<file path="src/rtl/dmem_pkg.sv">
// Shared encodings for the data-memory access unit: size selects, FSM states, strobes.
package dmem_pkg;

    localparam logic [1:0] ST_SW   = 2'b00;
    localparam logic [1:0] ST_SH   = 2'b01;
    localparam logic [1:0] ST_SB   = 2'b10;
    localparam logic [1:0] ST_NONE = 2'b11;

    localparam logic [2:0] LD_LW  = 3'b000;
    localparam logic [2:0] LD_LH  = 3'b001;
    localparam logic [2:0] LD_LHU = 3'b010;
    localparam logic [2:0] LD_LB  = 3'b011;
    localparam logic [2:0] LD_LBU = 3'b100;

    localparam logic [1:0] S_IDLE = 2'd0;
    localparam logic [1:0] S_REQ  = 2'd1;
    localparam logic [1:0] S_WAIT = 2'd2;
    localparam logic [1:0] S_DONE = 2'd3;

    localparam logic [3:0] STRB_BYTE = 4'b0001;
    localparam logic [3:0] STRB_HALF = 4'b0011;
    localparam logic [3:0] STRB_WORD = 4'b1111;

endpackage

</file>
<file path="src/rtl/load_extender.sv">
// Picks the addressed byte/halfword out of a read word and sign- or zero-extends it.
module load_extender
    import dmem_pkg::*;
(
    input  logic [31:0] rdata,
    input  logic [1:0]  lane,
    input  logic [2:0]  load_sel,
    output logic [31:0] data
);

    logic [7:0]  byte_v;
    logic [15:0] half_v;

    assign byte_v = rdata[8*lane +: 8];
    assign half_v = lane[1] ? rdata[31:16] : rdata[15:0];

    always_comb begin
        data = rdata;
        case (load_sel)
            LD_LH:   data = {{16{half_v[15]}}, half_v};
            LD_LHU:  data = {16'h0000, half_v};
            LD_LB:   data = {{24{byte_v[7]}}, byte_v};
            LD_LBU:  data = {24'h000000, byte_v};
            default: data = rdata;
        endcase
    end

endmodule

</file>
<file path="src/rtl/dmem_access_unit.sv">
// Turns an M-stage load/store into one valid/ready bus transaction, stalling until the
// response (or a timeout) arrives, then returns the extended load result for one cycle.
module dmem_access_unit
    import dmem_pkg::*;
#(
    parameter int TIMEOUT_CYC = 255,
    parameter int CNT_W       = 8
) (
    input  logic        clk,
    input  logic        rst_n,
    input  logic        mem_read_M,
    input  logic        write_enable_dmem_M,
    input  logic [31:0] alu_rsl_M,
    input  logic [31:0] wd_M,
    input  logic [1:0]  store_sel_M,
    input  logic [2:0]  load_sel_M,
    output logic        stall_M,
    output logic        misalign_M,
    output logic [31:0] load_data_M,
    output logic        load_valid_M,
    output logic        bus_err_M,
    output logic        bus_req_valid,
    input  logic        bus_req_ready,
    output logic        bus_we,
    output logic [31:0] bus_addr,
    output logic [31:0] bus_wdata,
    output logic [3:0]  bus_wstrb,
    input  logic        bus_rsp_valid,
    input  logic [31:0] bus_rsp_rdata
);

    localparam logic [CNT_W-1:0] TO_LAST = CNT_W'(TIMEOUT_CYC - 1);

    logic [1:0]       state_q, state_d;
    logic [CNT_W-1:0] cnt_q, cnt_d;
    logic             bus_we_q, bus_we_d;
    logic [31:0]      bus_addr_q, bus_addr_d;
    logic [31:0]      bus_wdata_q, bus_wdata_d;
    logic [3:0]       bus_wstrb_q, bus_wstrb_d;
    logic [31:0]      load_data_q, load_data_d;
    logic             bus_err_q, bus_err_d;
    logic             is_load_q, is_load_d;
    logic [1:0]       lane_q, lane_d;
    logic [2:0]       load_sel_q, load_sel_d;

    logic        acc, misaligned;
    logic [1:0]  lane;
    logic [31:0] st_wdata, ext_data;
    logic [3:0]  st_wstrb;

    assign lane = alu_rsl_M[1:0];
    // A load wins when both strobes are up; a store of size "none" is not an access.
    assign acc  = mem_read_M | (write_enable_dmem_M & (store_sel_M != ST_NONE));

    always_comb begin
        misaligned = 1'b0;
        if (mem_read_M) begin
            case (load_sel_M)
                LD_LH, LD_LHU: misaligned = lane[0];
                LD_LB, LD_LBU: misaligned = 1'b0;
                default:       misaligned = (lane != 2'b00);
            endcase
        end else begin
            case (store_sel_M)
                ST_SW:   misaligned = (lane != 2'b00);
                ST_SH:   misaligned = lane[0];
                default: misaligned = 1'b0;
            endcase
        end
    end

    always_comb begin
        st_wdata = wd_M;
        st_wstrb = STRB_WORD;
        case (store_sel_M)
            ST_SH: begin
                st_wdata = {2{wd_M[15:0]}};
                st_wstrb = STRB_HALF << lane;
            end
            ST_SB: begin
                st_wdata = {4{wd_M[7:0]}};
                st_wstrb = STRB_BYTE << lane;
            end
            default: ;
        endcase
    end

    load_extender u_load_extender (
        .rdata    (bus_rsp_rdata),
        .lane     (lane_q),
        .load_sel (load_sel_q),
        .data     (ext_data)
    );

    always_comb begin
        state_d     = state_q;
        cnt_d       = cnt_q;
        bus_we_d    = bus_we_q;
        bus_addr_d  = bus_addr_q;
        bus_wdata_d = bus_wdata_q;
        bus_wstrb_d = bus_wstrb_q;
        load_data_d = load_data_q;
        bus_err_d   = bus_err_q;
        is_load_d   = is_load_q;
        lane_d      = lane_q;
        load_sel_d  = load_sel_q;
        case (state_q)
            S_IDLE: begin
                if (acc && !misaligned) begin
                    state_d     = S_REQ;
                    bus_we_d    = !mem_read_M;
                    bus_addr_d  = {alu_rsl_M[31:2], 2'b00};
                    bus_wdata_d = mem_read_M ? 32'h0 : st_wdata;
                    bus_wstrb_d = mem_read_M ? 4'h0 : st_wstrb;
                    is_load_d   = mem_read_M;
                    lane_d      = lane;
                    load_sel_d  = load_sel_M;
                end
            end
            S_REQ: begin
                if (bus_req_ready) begin
                    state_d = S_WAIT;
                    cnt_d   = '0;
                end
            end
            S_WAIT: begin
                cnt_d = cnt_q + CNT_W'(1);
                // A response in the final allowed cycle still beats the timeout.
                if (bus_rsp_valid) begin
                    state_d   = S_DONE;
                    bus_err_d = 1'b0;
                    if (is_load_q) begin
                        load_data_d = ext_data;
                    end
                end else if (cnt_q == TO_LAST) begin
                    state_d     = S_DONE;
                    bus_err_d   = 1'b1;
                    load_data_d = 32'h0;
                end
            end
            default: begin
                state_d   = S_IDLE;
                bus_err_d = 1'b0;
            end
        endcase
    end

    always_ff @(posedge clk) begin
        if (!rst_n) begin
            state_q     <= S_IDLE;
            cnt_q       <= '0;
            bus_we_q    <= 1'b0;
            bus_addr_q  <= 32'h0;
            bus_wdata_q <= 32'h0;
            bus_wstrb_q <= 4'h0;
            load_data_q <= 32'h0;
            bus_err_q   <= 1'b0;
            is_load_q   <= 1'b0;
            lane_q      <= 2'b00;
            load_sel_q  <= LD_LW;
        end else begin
            state_q     <= state_d;
            cnt_q       <= cnt_d;
            bus_we_q    <= bus_we_d;
            bus_addr_q  <= bus_addr_d;
            bus_wdata_q <= bus_wdata_d;
            bus_wstrb_q <= bus_wstrb_d;
            load_data_q <= load_data_d;
            bus_err_q   <= bus_err_d;
            is_load_q   <= is_load_d;
            lane_q      <= lane_d;
            load_sel_q  <= load_sel_d;
        end
    end

    assign bus_req_valid = (state_q == S_REQ);
    assign bus_we        = bus_we_q;
    assign bus_addr      = bus_addr_q;
    assign bus_wdata     = bus_wdata_q;
    assign bus_wstrb     = bus_wstrb_q;
    assign load_data_M   = load_data_q;
    assign bus_err_M     = bus_err_q;
    assign load_valid_M  = (state_q == S_DONE) && is_load_q;
    assign misalign_M    = (state_q == S_IDLE) && acc && misaligned;
    assign stall_M       = (state_q == S_IDLE) ? (acc && !misaligned) : (state_q != S_DONE);

endmodule

</file>
<file path="config.mk">
export PLATFORM = sky130hd
export DESIGN_NAME = dmem_access_unit
export DESIGN_NICKNAME = d
export VERILOG_FILES = /design/src/rtl/dmem_pkg.sv /design/src/rtl/load_extender.sv /design/src/rtl/dmem_access_unit.sv
export SDC_FILE = /design/constraint.sdc
export NUM_CORES = 1
export LEC_CHECK = 0
export CORE_ASPECT_RATIO = 0.8
export CORE_MARGIN = 2
export CORE_UTILIZATION = 48
export CTS_CLUSTER_SIZE = 8
export DETAILED_ROUTE_END_ITERATION = 6
export GPL_ROUTABILITY_DRIVEN = 0
export GPL_TIMING_DRIVEN = 0
export PLACE_DENSITY = 0.93
export SLEW_MARGIN = 20
export SYNTH_ARGS = -nofsm -noshare
export SYNTH_HDL_FRONTEND = slang
export SYNTH_HIERARCHICAL = 1
export SYNTH_SLANG_ARGS = --single-unit
</file>
<file path="constraint.sdc">
create_clock -name clk -period 3.72 [get_ports clk]
set_input_delay 0.93 -clock clk [delete_from_list [all_inputs] [get_ports clk]]
set_output_delay 0.93 -clock clk [all_outputs]
set_load 0.005 [all_outputs]
</file>
-- Yosys cells after proc, flatten, opt, wreduce, memory -nomap -nowiden
Index checks and enable logic that the tools add are counted.
- $add $sub $neg: 1
- eq/ne operators: 20
- shift operators: 3
- multiplexer cells: 23
- bitwise logic cells: 3
- reductions and logical operators: 19
- operator list (kind ; number):
    $mux 32 ; 4
    $pmux 32 s4 ; 1
    $pmux 32 s2 ; 1
    $shiftx 32x6->8 ; 1
    $mux 16 ; 1
    $pmux 8 s2 ; 1
    $eq 3x2->1 const B ; 4
    $add 8x1->8 const B ; 1
    $eq 8x8->1 const B ; 1
    $mux 2 ; 4
    $mux 8 ; 1
    $pmux 4 s2 ; 1
    $eq 2x2->1 const B ; 3
    $eq 3x1->1 const B ; 2
    $eq 3x3->1 const B ; 2
    $ne 2x2->1 const B ; 3
    $pmux 1 s2 ; 3
    $pmux 2 s3 ; 1
    $reduce_and 2->1 ; 3
    $reduce_and 3->1 ; 2
    $reduce_bool 2->1 ; 3
    $reduce_or 2->1 ; 3
    $eq 2x1->1 const B ; 2
    $logic_and 1x1->1 ; 4
    other kinds (11) ; 17
- register bits after elaboration: 116
- bits of input ports: 107

-- Depth between registers and ports, before layout
Gate-level depths: netlist of the first run.
- depth in word-level cells: 8
- depth in mapped cells: 10
- mapped depth without buffers: 7

-- By module
The synthesis of the first run kept the hierarchy.
- by module, submodules not included (module ; times used ; cells each ; area each (um^2)):
    dmem_access_unit ; 1 ; 498 ; 4669.5
    load_extender ; 1 ; 121 ; 862.1

-- Worst setup path after synthesis of the first run
Ideal clock, no wire load.
- kind: input -> output
- start: in store_sel_M[1]
- end: out stall_M
- data arrival time: 2.245 ns
- setup slack: 0.545 ns
- cell stages on the path: 8
- path buffers: 2
- path through: inv_1 ha_1 buf_2 a21oi_1 or2_1 o221ai_2 clkbuf_1 o21ai_0
- longest elaborated chain between the ends: 6
- elaborated cells between the ends (all ways): 10
- ends and longest elaborated chain (element ; RTL line ; RTL):
    start: declaration ; dmem_access_unit.sv:15 ; input logic [1:0] store_sel_M,
    $eq 2x1->1 / $logic_not 2->1 (equally long branches) ; dmem_access_unit.sv:64 ; case (store_sel_M)
    $pmux 1 s2 ; dmem_access_unit.sv:64 ;
    $mux 1 ; dmem_access_unit.sv:57 ; if (mem_read_M) begin
    $logic_not 1->1 ; dmem_access_unit.sv:185 ; assign stall_M = (state_q == S_IDLE) ? (acc && !misaligned) : (state_q != S_DONE);
    $logic_and 1x1->1 * ; dmem_access_unit.sv:185 ;
    $mux 1 * ; dmem_access_unit.sv:185 ;
    end: declaration ; dmem_access_unit.sv:17 ; output logic stall_M,
Mark *: on every way between the ends. The rest lies on a longest branch, timed or not.

-- Worst setup path after layout of the first run
- start: in mem_read_M
- end: out stall_M
- longest elaborated chain between the ends: 4
- elaborated cells between the ends (all ways): 5
- ends and longest elaborated chain (element ; RTL line ; RTL):
    start: declaration ; dmem_access_unit.sv:11 ; input logic mem_read_M,
    $mux 1 ; dmem_access_unit.sv:57 ;
    $logic_not 1->1 ; dmem_access_unit.sv:185 ;
    $logic_and 1x1->1 * ; dmem_access_unit.sv:185 ;
    $mux 1 * ; dmem_access_unit.sv:185 ;
Marked as above.

==> reports/results.txt, run 1 <==
status = finished clean
Critical Path, Cell by Cell = clkdlybuf4s50_1 > inv_1 > a211o_1 > o221ai_4 > clkbuf_8 > o21ai_1 > dlygate4sd2_1
crit-path leading delay family = buffers and inverters
std cell rows = 35
initial antenna violation count = 0
Pleak = 3.29 nW
Worst Hold Path Cells = 1
CTS Buf Count = 17
dpl cells = 977
Initial DRT Pass Iterations = 5
starting density of the core = 48.6%
Top FF cell, synth = dfxtp_1
final WL = 18000 µm
commonest cells after routing, fill and taps aside = clkdlybuf4s50_1 (204), dfxtp_1 (116), nand2_1 (53), o21ai_0 (52), nand3_1 (45)
Final Cell Area = 8440 µm²
first-pass GRT wire length = 28100 µm
Max-cap violations = 0
CTS tree = built
Ys Warns = 6
CTS clk-pin slew, worst paths = 60 ps
Clock power frac = 35.6%
grt met1 use = 37.1%
Synth Cell Area = 5530 µm²
Mapped Cells = 619
number of global-route vias before repair = 5477
drt via density = 5.66
Final HPWL DP = 13100 µm
hold_buf cts = 0
die area = 12400 µm²
Switch Pwr = 0.00146 W
FF-to-FF setup slack = 1540 ps
Final min period = 3640 ps
Ports = 213
CTS root buffer = clkbuf_16
Syn Area/Cell = 8.94 µm²
H-tree depth = 4
Finish-stage setup viols = 0
Critical Path End Type = output port
crit path launch type = input port
leading cell type in the layout, fill and taps excluded = clkdlybuf4s50_1
met3 usage = 9.20%
Hold Vio Cnt, Final = 0
crit path DAT = 2710 ps
Nets = 967
maximum fanout along the worst path = 4
Worst path slowest cell = clkdlybuf4s50_1
final setup skew = 10.1 ps
internal power = 0.00302 W
ant diodes = 0
total core area = 11400 µm²
drt initial violations = 402
Final Max Tran Viols = 0
Final period util = 97.8%
post-synthesis register bit count = 116
clock latency on the worst-skew pair = 400 ps
met2 GRT Util = 45.6%
Routed wire per std cell = 17.8 µm
Max VDD drop = 0.000470 V
sequential power share = 33.2%
combinational share of power = 31.2%
Total GRT Usage = 29.1%
worst min path class = reg2reg
share of layout cells above drive strength 1 = 9.85%
WS Path Type = in2out
pwr dens = 530 nW/µm²
Area Overhead vs Synth = 52.7%
# port buffers = 209
largest net degree at the start of global routing = 17
final non-filler cell total = 1011
chip width = 124 µm
maximum clock path buffer count = 2
drt drc = 0
Post-synth EDFFs = 0
via count = 5724
worst endpoint required time = 2790 ps
Max-slew headroom = 54.3%
Post-DP Area = 7810 µm²
Fmax = 275 MHz
CTS sink cnt = 116
die height = 100 µm
RSZ-0062 raised after global routing = no
Slew @ Worst Pin = 678 ps
gr busiest metal = met2
WP depth = 7
Seq/Total Area, Yosys = 42.0%
library cells used by synthesis = 60
Sw Share = 32.6%
post-route ant nets = 0
WP buf/inv = 4
CP peak stage delay = 590 ps
Synth async-reset ratio = 0%
Reg2Reg Depth = 8
Overflow after GRT = 0
[Yosys cell counts, drive strengths merged, types with 10 or more instances]
cell type	count	area [µm²]
dfxtp	116	2320
o21ai	54	270
nand2	53	199
nand3	45	225
nor2	34	135
a22o	32	280
clkbuf	31	116
a21o	27	210
o2bb2ai	26	290
inv	25	93.8
buf	21	161
nor3	14	92.6
nor2b	13	81.3
a21oi	10	50.1
ha	10	125
mux2i	10	100
nand3b	10	75.1
[layer usage]
| layer | share of wire, % | vias to the layer above | wire length [µm] |
|---|---|---|---|
| li1 | - | 2696 | - |
| met1 | 41 | 2687 | 7460 |
| met2 | 46 | 285 | 8260 |
| met3 | 9.1 | 56 | 1640 |
| met4 | 3.5 | 0 | 625 |
| met5 | 0 | - | 0 |
[cell type report]
class                   count  area, µm²
fillers                   788       2940
multi-input cells         426       2860
flip-flops and latches    116       2320
repair buffers            211       2110
clock buffers              18        429
plain buffers              53        307
well taps                 148        185
clock inverters            14        144
inverters                  25       93.8
[per-stage QoR]
stage	hold slack, ps	util (%)	TNS, ps	total power [W]	worst slack, ps
final	468	74.2	0	0.00448	82.8
after detailed placement	446	68.6	-1200	0.00284	-943
after floorplan	445	-	0	0.00223	545
after global routing	485	74.2	0	0.00468	20.1
after global placement	440	68.6	-1180	0.00281	-929
after CTS	463	74.1	0	0.00446	11.7
[kinds of logic (layout without fill, tap and decap cells)]
logic type / Yosys count / count (layout) / share of synthesized area [%]
multiplexers: 12 / 12 / 2.42
adder cells (fa/ha/maj): 18 / 18 / 3.71
other: 1 / 2 / 0.0678
flip-flops: 116 / 116 / 42.0
AND/OR/NAND/NOR: 194 / 194 / 17.6
AO/OA/AOI/OAI: 196 / 196 / 26.6
XOR/XNOR: 4 / 4 / 0.633
buffers and inverters: 78 / 321 / 6.94
[power by group through the flow]
stage	clock network (W)	registers (W)	logic [W]
2_1_floorplan	0	0.00151	0.000728
3_3_place_gp	0	0.00150	0.00132
3_5_place_dp	0	0.00151	0.00133
4_1_cts	0.00160	0.00148	0.00138
5_1_grt	0.00167	0.00150	0.00151
6_report	0.00159	0.00149	0.00140
[path summary, 6_finish.rpt]
path,endpoint,from
worst min-delay path,bus_wdata[8],bus_wdata[8]
worst max-delay path,stall_M,mem_read_M
worst max register to register,load_data_M[22],cnt_q[0]
worst min register to register,bus_wdata[8],bus_wdata[8]
[flip-flops by register name (all words and copies together), names as in the netlist, 2 cells and up]
register / count
state_q: 2
load_data_M: 32
bus_addr: 30
load_sel_q: 3
bus_wdata: 32
bus_wstrb: 4
lane_q: 2
cnt_q: 8
[worst register-to-register path, cell delays in order (launching register included)]
cell      delay [ps]
dfxtp_1          390
inv_1             60
ha_1             190
nand3_1           70
or2_2            140
o21ai_0           80
a21oi_1          470
clkbuf_1         480
a22o_1           250
[timing repair]
| item | CTS | global route |
|---|---|---|
| resized for setup | 12 | 4 |
| setup buffers | 2 | 0 |
| endpoints found under the setup margin | 2 | 1 |
| pin swaps | 1 | 0 |
(Power assumes the default switching activity.)
==> run 2, diff against run 1 <==
--- a/config.mk
+++ b/config.mk
@@ -5,14 +5,16 @@
 export SDC_FILE = /design/constraint.sdc
 export NUM_CORES = 1
 export LEC_CHECK = 0
+export ABC_AREA = 1
+export CAP_MARGIN = 20
 export CORE_ASPECT_RATIO = 0.8
 export CORE_MARGIN = 2
-export CORE_UTILIZATION = 48
+export CORE_UTILIZATION = 49
 export CTS_CLUSTER_SIZE = 8
 export DETAILED_ROUTE_END_ITERATION = 6
 export GPL_ROUTABILITY_DRIVEN = 0
 export GPL_TIMING_DRIVEN = 0
-export PLACE_DENSITY = 0.93
+export PLACE_DENSITY = 0.92
 export SLEW_MARGIN = 20
 export SYNTH_ARGS = -nofsm -noshare
 export SYNTH_HDL_FRONTEND = slang
==> run 2 against run 1 <==
  * Power grew 6.8%
  * Clock skew decreased by 2.6 ps
  * Setup slack lost 8.1 ps
  * Register-to-register slack improved by 50 ps
  * Sequential power is 3% lower
  * Clock power is 13% higher
  * Synthesized cell count rose by 46%
  * Wire length grew 18%
  * Die area is 6.0% higher
  * Synthesized area grew 8.5%
  * Final cell count up 28%
  * Worst hold slack lost 10 ps
  * Largest cell class unchanged
==> reports/results.txt, run 2 <==
Switch Pwr = 0.00159 W (was 0.00146 W)
share of layout cells above drive strength 1 = 7.42% (was 9.85%)
CTS tree = built (unchanged)
CTS root buffer = clkbuf_16 (unchanged)
Synth Area in Adders = 2.09% (was 3.71%)
worst min path class = reg2reg (unchanged)
crit path launch type = input port (unchanged)
final WL = 21200 µm (was 18000 µm)
met2 GRT Util = 51.8% (was 45.6%)
std cell rows = 36 (was 35)
post-synthesis register bit count = 116 (unchanged)
met3 usage = 10.8% (was 9.20%)
drt initial violations = 607 (was 402)
clock latency on the worst-skew pair = 420 ps (was 400 ps)
Syn Area/Cell = 6.65 µm² (was 8.94 µm²)
Hold Slack = 458 ps (was 468 ps)
Ys Warns = 6 (unchanged)
maximum fanout along the worst path = 10 (was 4)
Synth Area in Compound Gates = 15.6% (was 26.6%)
CTS clk-pin slew, worst paths = 50 ps (was 60 ps)
Nets = 1250 (was 967)
chip width = 128 µm (was 124 µm)
worst endpoint required time = 2790 ps (about the same)
Synth Cell Area = 6000 µm² (was 5530 µm²)
Post-synth top cells = nand2_1 (308), a21oi_1 (126), dfxtp_1 (116), nand3_1 (104), nor2_1 (43) (was dfxtp_1 (116), nand2_1 (53), o21ai_0 (53), nand3_1 (45), nor2_1 (33))
Critical Path End Type = output port (unchanged)
leading cell type in the layout, fill and taps excluded = nand2_1 (was clkdlybuf4s50_1)
Total GRT Usage = 32.1% (was 29.1%)
Hold Vio Cnt, Final = 0 (unchanged)
pwr dens = 531 nW/µm² (was 530 nW/µm²)
Seq/Total Area, Yosys = 38.7% (was 42.0%)
Ports = 213 (unchanged)
starting density of the core = 49.7% (was 48.6%)
most frequent CP cell = nand2_2
Final period util = 98.0% (was 97.8%)
combinational family with the most area after synthesis = simple AND/OR/NAND/NOR gates (was compound AO/OA/AOI/OAI gates)
Max VDD drop = 0.000369 V (was 0.000470 V)
Area Overhead vs Synth = 50.0% (was 52.7%)
multiplexer area fraction after synthesis = 0% (was 2.42%)
H-tree depth = 4 (unchanged)
post-route ant nets = 0 (unchanged)
drt via density = 5.63 (was 5.66)
commonest cells after routing, fill and taps aside = nand2_1 (308), clkdlybuf4s50_1 (206), a21oi_1 (125), dfxtp_1 (116), nand3_1 (104) (was clkdlybuf4s50_1 (204), dfxtp_1 (116), nand2_1 (53), o21ai_0 (52), nand3_1 (45))
internal power = 0.00319 W (was 0.00302 W)
Post-synth EDFFs = 0 (unchanged)
WS Path Type = in2out (unchanged)
initial antenna violation count = 2 (was 0)
Routed wire per std cell = 16.4 µm (was 17.8 µm)
count leader, synth = nand2_1 (was dfxtp_1)
Final HPWL DP = 15200 µm (was 13100 µm)
Critical Path, Cell by Cell = clkdlybuf4s50_1 > buf_4 > inv_1 > o211ai_1 > nand2_2 > nand2_2 > buf_8 > buf_6 > o21ai_0 > dlygate4sd2_1 (was clkdlybuf4s50_1 > inv_1 > a211o_1 > o221ai_4 > clkbuf_8 > o21ai_1 > dlygate4sd2_1)
Pleak = 3.52 nW (was 3.29 nW)
CTS sink cnt = 116 (unchanged)
Finish-stage setup viols = 0 (unchanged)
maximum clock path buffer count = 2 (unchanged)
Post-Synth Simple-Gate Area = 35.2% (was 17.6%)
die height = 103 µm (was 100 µm)
final setup skew = 7.53 ps (was 10.1 ps)
Clock power frac = 37.6% (was 35.6%)
# port buffers = 210 (was 209)
Slew @ Worst Pin = 720 ps (was 678 ps)
Initial DRT Pass Iterations = 6 (was 5)
Synth top area share = 38.7% (was 42.0%)
gr busiest metal = met2 (unchanged)
Post-DP Area = 8300 µm² (was 7810 µm²)
Final Max Tran Viols = 0 (unchanged)
Final Cell Area = 9000 µm² (was 8440 µm²)
Max-slew headroom = 51.6% (was 54.3%)
largest net degree at the start of global routing = 20 (was 17)
number of global-route vias before repair = 6728 (was 5477)
first-pass GRT wire length = 33000 µm (was 28100 µm)
Synth Area in XOR/XNOR = 0.146% (was 0.633%)
CTS Buf Count = 17 (unchanged)
Worst path slowest cell = clkdlybuf4s50_1 (unchanged)
Top FF cell, synth = dfxtp_1 (unchanged)
CP peak stage delay = 520 ps (was 590 ps)
status = finished clean (unchanged)
Overflow after GRT = 0 (unchanged)
combinational share of power = 32.0% (was 31.2%)
Final min period = 3650 ps (was 3640 ps)
Fmax = 274 MHz (was 275 MHz)
sequential power share = 30.4% (was 33.2%)
die area = 13200 µm² (was 12400 µm²)
Max-cap violations = 0 (unchanged)
Area contributors post-synth = dfxtp_1 (39%), nand2_1 (19%), a21oi_1 (11%), nand3_1 (8.7%), o21ai_0 (3.1%) (was dfxtp_1 (42%), a22o_1 (5.1%), o21ai_0 (4.8%), nand3_1 (4.1%), nand2_1 (3.6%))
Sw Share = 33.3% (was 32.6%)
via count = 7309 (was 5724)
Synth async-reset ratio = 0% (unchanged)
total core area = 12100 µm² (was 11400 µm²)
hold_buf cts = 0 (unchanged)
grt met1 use = 40.1% (was 37.1%)
RSZ-0062 raised after global routing = no (unchanged)
library cells used by synthesis = 32 (was 60)
crit path DAT = 2720 ps (was 2710 ps)
leading area contributor after synthesis = dfxtp_1 (unchanged)
drt drc = 0 (unchanged)
Mapped Cells = 902 (was 619)
==> run 2: power groups by stage <==
| stage | registers, W | clock network (W) | logic, W |
|---|---|---|---|
| floorplan | 0.00147 | 0 | 0.000843 |
| detailed placement | 0.00148 | 0 | 0.00146 |
| CTS | 0.00145 | 0.00180 | 0.00150 |
| global placement | 0.00147 | 0 | 0.00143 |
| global route | 0.00147 | 0.00186 | 0.00167 |
| finish | 0.00145 | 0.00180 | 0.00153 |
==> run 2: cell families after synthesis <==
group,after synthesis
other cells,1
xor+xnor,1
compound gates,179
buf+inv,99
flops,116
fa+ha+maj,10
simple gates,496
==> run 2: final timing paths <==
path | cells after the start | slack (ps) | to | startpoint
max | 10 | 70 | stall_M | mem_read_M
min | 2 | 460 | bus_err_M | bus_err_M
max reg2reg | 10 | 1590 | cnt_q[4] | state_q[1]
min reg2reg | 2 | 460 | bus_err_M | bus_err_M
==> run 2: per-stage QoR <==
step	setup slack [ps]	util, %	cells	TNS (ps)	power (W)
floorplan	735	-	903	0	0.00232
global placement	-491	68.7	1265	-935	0.00290
detailed placement	-591	68.7	1265	-1140	0.00294
CTS	-118	74.4	1297	-118	0.00475
global route	7.65	74.6	1299	0	0.00500
finish	74.7	74.6	1299	0	0.00478
==> run 2: cell type report <==
type                            instances  area [µm²]
Fill cell                             907        3070
Buffer                                 65         377
Sequential cell                       116        2320
Antenna cell                            1        2.50
Tap cell                              152         190
Clock buffer                           19         453
Timing Repair Buffer                  212        2120
Multi-Input combinational cell        688        3220
Clock inverter                         13         196
Inverter                               33         124
==> run 2: what timing repair did <==
action | 4_1_cts | 5_1_grt
setup buffers | 1 | 1
pin swaps | 1 | 2
cloned | 0 | 0
endpoints found under the setup margin | 2 | 2
resized for setup | 9 | 5
==> run 2: critical path: cells and delay by family <==
kind                   cells  cell delay, ps
and+or+nand+nor            2             210
buffers and inverters      6            1330
AOI/OAI and AO/OA          2             220
==> run 2: routing by layer <==
metal	part of all wire [%]	vias up
met1	41	3361
met4	2.1	2
met3	11	57
li1	-	3457
met5	0.061	-
met2	46	432
